**src/rtl/fetch_unit.sv**
```systemverilog
// Instruction fetch sequencer: owns the fetch PC, runs the memory read
// handshake and presents fetched words to the processing unit.
module fetch_unit #(
    parameter logic [31:0] RESET_PC     = 32'h0000_0000,
    parameter int unsigned WAIT_TIMEOUT = 15
) (
    input  logic        clk,
    input  logic        reset,
    input  logic        enable,
    input  logic        branch_valid,
    input  logic [31:0] branch_target,
    output logic [31:0] mem_addr,
    output logic        mem_req,
    input  logic        mem_ready,
    input  logic [31:0] mem_rdata,
    output logic [31:0] instr,
    output logic [31:0] instr_pc,
    output logic        instr_valid,
    input  logic        instr_ready,
    output logic        address_latch_trigger,
    output logic        ir_latch_trigger,
    output logic        pc_increment_trigger,
    output logic        fetch_fault
);

    typedef enum logic [2:0] {
        S_IDLE,
        S_ADDR,
        S_WAIT,
        S_HOLD,
        S_FAULT
    } state_t;

    localparam logic [31:0] PC_INIT = RESET_PC & ~32'd3;
    localparam logic [7:0]  TO_LAST = 8'(WAIT_TIMEOUT - 1);

    state_t      state;
    state_t      state_nx;
    logic [31:0] fetch_pc;
    logic [31:0] fetch_pc_nx;
    logic [31:0] target;
    logic        pending;
    logic        pending_nx;
    logic [7:0]  wait_cnt;
    logic [7:0]  wait_cnt_nx;
    logic        capture;

    assign target = branch_target & ~32'd3;

    always_comb begin
        state_nx    = state;
        fetch_pc_nx = fetch_pc;
        pending_nx  = pending;
        wait_cnt_nx = wait_cnt;
        capture     = 1'b0;
        unique case (state)
            S_IDLE: begin
                if (branch_valid) fetch_pc_nx = target;
                if (enable) state_nx = S_ADDR;
            end
            S_ADDR: begin
                if (branch_valid) begin
                    fetch_pc_nx = target;
                    pending_nx  = 1'b1;
                end
                wait_cnt_nx = 8'd0;
                state_nx    = S_WAIT;
            end
            S_WAIT: begin
                wait_cnt_nx = wait_cnt + 8'd1;
                if (branch_valid) fetch_pc_nx = target;
                if (mem_ready) begin
                    if (pending || branch_valid) begin
                        // superseded read: drop the data and refetch
                        pending_nx = 1'b0;
                        state_nx   = S_ADDR;
                    end else begin
                        capture     = 1'b1;
                        fetch_pc_nx = fetch_pc + 32'd4;
                        state_nx    = S_HOLD;
                    end
                end else if (wait_cnt == TO_LAST) begin
                    pending_nx = 1'b0;
                    state_nx   = S_FAULT;
                end else if (branch_valid) begin
                    pending_nx = 1'b1;
                end
            end
            S_HOLD: begin
                if (branch_valid) begin
                    fetch_pc_nx = target;
                    state_nx    = S_ADDR;
                end else if (instr_ready) begin
                    state_nx = enable ? S_ADDR : S_IDLE;
                end
            end
            S_FAULT: begin
                state_nx = S_FAULT;
            end
            default: begin
                state_nx = S_IDLE;
            end
        endcase
    end

    always_ff @(posedge clk or posedge reset) begin
        if (reset) begin
            state    <= S_IDLE;
            fetch_pc <= PC_INIT;
            pending  <= 1'b0;
            wait_cnt <= 8'd0;
        end else begin
            state    <= state_nx;
            fetch_pc <= fetch_pc_nx;
            pending  <= pending_nx;
            wait_cnt <= wait_cnt_nx;
        end
    end

    // all outputs registered from next-state so they line up with the state
    always_ff @(posedge clk or posedge reset) begin
        if (reset) begin
            mem_addr              <= 32'd0;
            mem_req               <= 1'b0;
            instr                 <= 32'd0;
            instr_pc              <= 32'd0;
            instr_valid           <= 1'b0;
            address_latch_trigger <= 1'b0;
            ir_latch_trigger      <= 1'b0;
            pc_increment_trigger  <= 1'b0;
            fetch_fault           <= 1'b0;
        end else begin
            if (state_nx == S_ADDR) mem_addr <= fetch_pc_nx;
            if (capture) begin
                instr    <= mem_rdata;
                instr_pc <= mem_addr;
            end
            mem_req               <= (state_nx == S_WAIT);
            instr_valid           <= (state_nx == S_HOLD);
            address_latch_trigger <= (state_nx == S_ADDR);
            ir_latch_trigger      <= capture;
            pc_increment_trigger  <= capture;
            fetch_fault           <= (state_nx == S_FAULT);
        end
    end

endmodule

```
**config.mk**
```make
export PLATFORM = sky130hd
export DESIGN_NAME = fetch_unit
export DESIGN_NICKNAME = d
export VERILOG_FILES = /design/src/rtl/fetch_unit.sv
export SDC_FILE = /design/constraint.sdc
export NUM_CORES = 1
export LEC_CHECK = 0
export CAP_MARGIN = 0
export CORE_MARGIN = 5
export CORE_UTILIZATION = 48
export CTS_BUF_LIST = sky130_fd_sc_hd__clkbuf_16
export CTS_CLUSTER_DIAMETER = 200
export DETAILED_ROUTE_END_ITERATION = 8
export PLACE_DENSITY = 0.89
export SYNTH_ARGS = -nofsm -noshare
export SYNTH_HDL_FRONTEND = slang
export SYNTH_SLANG_ARGS = --single-unit
```
**constraint.sdc**
```tcl
create_clock -name clk -period 5.5 [get_ports clk]
set_input_delay 1.1 -clock clk [delete_from_list [all_inputs] [get_ports clk]]
set_output_delay 1.1 -clock clk [all_outputs]
set_load 0.05 [all_outputs]
```
# ---- Yosys cells after proc, flatten, opt, wreduce, memory -nomap -nowiden
# Index checks and enable logic that the tools add are counted.
dict set report classes {
  n_addsub 2
  n_eq_ne 10
  n_mux 21
  n_reduce_logical 5
}
# cell count
set ops {}
lappend ops {{$mux 32} 3}
lappend ops {{$pmux 32 s2} 1}
lappend ops {{$add 32x3->32 const B} 1}
lappend ops {{$pmux 8 s2} 1}
lappend ops {{$mux 3} 5}
lappend ops {{$pmux 3 s5} 1}
lappend ops {{$eq 3x2->1 const B} 4}
lappend ops {{$add 8x1->8 const B} 1}
lappend ops {{$eq 8x4->1 const B} 1}
lappend ops {{$mux 1} 8}
lappend ops {{$eq 3x1->1 const B} 2}
lappend ops {{$eq 3x3->1 const B} 2}
lappend ops {{$logic_not 3->1} 1}
lappend ops {{$ne 3x3->1 const B} 1}
lappend ops {{$reduce_or 3->1} 1}
lappend ops {{$mux 2} 1}
lappend ops {{$pmux 1 s2} 1}
lappend ops {{$reduce_and 2->1} 1}
lappend ops {{$reduce_bool 2->1} 1}
lappend ops {{$logic_or 1x1->1} 1}
dict set report totals {
  regBits 145
  out_inout_bits 102
  elab_cells 50
}

# ---- Depth between registers and ports, before layout
dict set report logic_depth {
  word_depth 5
  ltp_mapped 8
  depth_no_buf 7
}

# ---- Worst setup path before layout
# Ideal clock, no wire load.
dict set report synth_path {
  path_kind {input -> register}
  from {in branch_valid}
  to {reg mem_addr[20]}
  setup_time_ps 66
  arrival_time_ps 2830
  t_required_ps 5434
  path_slack_ps 2604
  path_stages 7
  path_cell_list {or2_1 buf_6 or4_1 buf_2 or4_1 nand3_1 mux2_4}
}
dict set report synth_between {
  word_cells_on_any_way 10
  classes_between {eq/ne: 1; mux: 8; reduce/logical: 1}
}
# item line_no
set synth_lines {}
lappend synth_lines {{from (decl)} 10} ;# input logic branch_valid,
lappend synth_lines {{$mux 32 / $logic_or 1x1->1 (equally long branches)} --}
lappend synth_lines {{$mux 32} 73} ;# if (pending || branch_valid) begin
lappend synth_lines {{$mux 32} 72} ;# if (mem_ready) begin
lappend synth_lines {{$pmux 32 s2 *} 56} ;# unique case (state)
lappend synth_lines {{named net fetch_pc_nx[20]} 40} ;# logic [31:0] fetch_pc_nx;
lappend synth_lines {{to (signal assigned)} 133} ;# if (state_nx == S_ADDR) mem_addr <= fetch_pc_nx;
lappend synth_lines {{to (decl)} 12} ;# output logic [31:0] mem_addr,
# The timed path passes the listed nets; every way through them passes the cells marked *.
# A chain may end at the register's enable or synchronous reset.

# ---- Worst setup path in the final report
dict set report layout_path {
  from {in branch_valid}
  to {reg mem_addr[5]}
}
dict set report layout_between {
  word_cells_on_any_way 10
  classes_between {eq/ne: 1; mux: 8; reduce/logical: 1}
}
# item line_no
set layout_lines {}
lappend layout_lines {{$mux 3} 90} ;# if (branch_valid) begin
lappend layout_lines {{$pmux 3 s5} 56}
lappend layout_lines {{named net state_nx[0]} 38} ;# state_t state_nx;
lappend layout_lines {{$eq 3x1->1} 133}
# The timed path passes the listed nets, and every way through them passes these cells.

==> key figures <==
Clock network
  • CTS Buf Count: 17
  • Clock-pin slew on the worst setup and hold paths: 0.06 ns
  • H-tree depth: 4
  • Clk_lat worst skew: 0.41 ns
  • Max clock buf depth: 2
  • Post_cts resized: 0
  • CTS Root Cell: clkbuf_16
  • CTS sink count: 145
  • Setup bufs post-CTS: 0
  • CTS tree: built
  • Post-CTS Hold Fix Bufs: 0

Detailed routing
  • WL/cell: 16.9 um
  • Post-DR vias/cell: 5.51
  • DR pass1 iterations: 5
  • DR iter-0 viols: 542
  • ANT nets after route: 0
  • Via Count: 5459
  • Final WL: 16800 um
  • DRC: 0

Synth
  • Avg Inst Size Synth: 9.76 um2
  • Synthesized area: 6280 um2
  • Synth Instances: 644
  • Register area share after synthesis: 0.577
  • Post-synthesis simple-gate area fraction: 0.244
  • Yosys reg bits: 145
  • Ys async rst share: 1.00
  • Post-synthesis compound-gate area fraction: 0.106
  • Syn nets: 717
  • Top cell type's share of synthesized area: 0.577
  • Main combinational cell family by area after synthesis: simple AND/OR/NAND/NOR gates
  • Synthesized-area fraction occupied by adder cells: 0.00597
  • Largest cells by area after synthesis: dfrtp_1, nand2_1, mux2_2
  • Post-synthesis mux area share: 0.0416
  • Number of synthesized flops with an enable pin: 0
  • Synth warn: 0
  • Most used DFF post-synth: dfrtp_1
  • Post-synthesis cell type count: 57
  • Top-count cell post-synth: nand2_1
  • Commonest cells post-synth: nand2_1, dfrtp_1, clkbuf_1, nand3_1, o21ai_0
  • Leading area contributor after synthesis: dfrtp_1
  • Synth Area in XOR/XNOR: 0

Setup path
  • Crit Path Class: input pin to register
  • Crit path max fanout: 22
  • Setup crit end kind: register
  • Reg-to-reg slack, setup: 2.55 ns
  • CP required: 5.80 ns
  • Startpoint Class: input pin
  • Crit path DAT: 4.01 ns

STA
  • Minimum clock period: 3.71 ns
  • Setup slack after layout: 1.79 ns
  • Final setup TNS: 0 ns
  • Tightest Pin Transition: 1.04 ns
  • Hold Fails Final Rpt: 0
  • Skew final: 0.00608 ns
  • Setup violations, final: 0
  • Relative slew margins: 0.304
  • Fmax: 0.269 GHz
  • RSZ-0062 raised after global routing: false
  • Fin. max-slew vios: 0
  • Final worst path period share: 0.675

Place
  • Placed cell count: 959
  • Post-Place Worst Slack: 1.45 ns
  • Placement Cell Area: 8110 um2
  • Routability cong.: 0.889
  • Post-DP HPWL: 11500 um
  • PortBufs: 169

Pwr
  • Worst VDD drop: 0.428 mV
  • Power per Cell Area: 630 nW/um2
  • Leak: 0.00396 uW
  • Total power: 5500 uW

Floorplanning
  • Die extent in y: 124 um
  • Initial Utilization: 0.494
  • Die ar.: 15500 um2
  • # IOs: 172
  • Die width: 124 um
  • FP Rows: 41
  • Core area: 12700 um2

Outcome
  • Status: complete, no violations

Global routing
  • GR peak layer: met2
  • Vias in the first global route: 5565
  • Global-route congestion overflow total: 0
  • M3 GR Usage: 0.0729
  • Met1 usage: 0.273
  • Met2 GRT Util: 0.364
  • Largest net degree at the start of global routing: 118
  • Initial antenna violation count: 0
  • First-pass GRT wire length: 28000 um
  • Gr usage total: 0.222

Finish
  • Synth-to-layout area growth: 38.9%
  • Fin cells: 991
  • Final #Nets: 879
  • Number of diodes: 0
  • Design area: 8730 um2
  • Fillers: 997
  • Share of post-route cells with drive strength above 1: 0.0769

Flow run
  • Max-Cap Viols: 0

Hold path
  • Worst Hold Class: register to register
==> cells in the final DEF, fill, tap and decap left out, types with 3 or more instances in the layout <==
cell / count
a21oi_1: 12
a221o_1: 5
a311oi_1: 7
a41oi_1: 5
and2_1: 6
and3_1: 7
and4_1: 6
buf_4: 5
bufinv_16: 5
clkbuf_16: 17
clkdlybuf4s50_1: 169
clkinv_1: 5
clkinv_2: 4
dfrtp_1: 145
ha_1: 3
inv_1: 6
mux2_2: 17
mux2i_1: 4
nand2_1: 236
nand2b_1: 3
nand3_1: 24
nand4_1: 8
nor2_1: 14
nor2b_1: 4
nor3_1: 9
nor4_1: 4
o211ai_1: 6
o21ai_0: 23
o2bb2ai_1: 5
o311ai_0: 4
or2_2: 4
or4_1: 5
==> layout make-up <==
cell class / instances / area (um2) / area share
Timing Repair Buffer: 174 / 1730 / 0.198
Clock inverter: 15 / 196 / 0.0225
Tap cell: 172 / 215 / 0.0247
Clock buffer: 17 / 425 / 0.0487
Sequential cell: 145 / 3630 / 0.416
Inverter: 8 / 35.0 / 0.00401
Multi-Input combinational cell: 460 / 2500 / 0.286
==> power breakdown <==
group	switching [uW]	internal [uW]	total, uW
Clock	423	792	1220
Sequential	265	1440	1710
Combinational	1710	866	2580
Total	2400	3100	5500
==> per-layer routing <==
layer	share of wire	wire [um]
met2	0.49	8300
met3	0.070	1170
met1	0.41	6890
met4	0.025	411
met5	0	0
==> state kept, by name (all words and copies together) (netlist names) <==
name / count
instr_pc: 32
pc_increment_trigger: 1
instr_valid: 1
mem_req: 1
state: 3
wait_cnt: 8
fetch_fault: 1
address_latch_trigger: 1
instr: 32
pending: 1
fetch_pc: 32
mem_addr: 32
==> worst paths after layout <==
check | end | startpoint | cells after the start
hold / removal | instr_pc[13] | instr_pc[13] | 2
hold reg to reg | instr_pc[13] | instr_pc[13] | 2
min in group asynchronous | instr[7] | reset | 2
setup reg to reg | mem_addr[8] | state[2] | 6
max in group asynchronous | instr_pc[0] | reset | 3
setup / recovery | mem_addr[5] | branch_valid | 7
==> metrics by stage <==
| stage | hold slack, ns | utilization |
|---|---|---|
| global placement | 0.457 | 0.637 |
| CTS | 0.475 | 0.686 |
| finish | 0.470 | 0.686 |
| detailed placement | 0.461 | 0.637 |
| global route | 0.493 | 0.686 |
| floorplan | 0.446 | - |
==> logic make-up (layout without fill, tap and decap cells) <==
kind of cell | after synthesis | in the layout
compound gates | 90 | 90
flops | 145 | 145
simple gates | 344 | 344
mux | 23 | 23
buf+inv | 39 | 214
fa+ha+maj | 3 | 3
==> critical path, stage by stage <==
cell             delay, ns
clkdlybuf4s50_1       0.65
and4bb_2              0.29
a2111oi_4             0.44
o211ai_1              0.17
buf_4                 0.26
inv_1                 0.67
mux2_2                0.42
(Power assumes the default switching activity.)
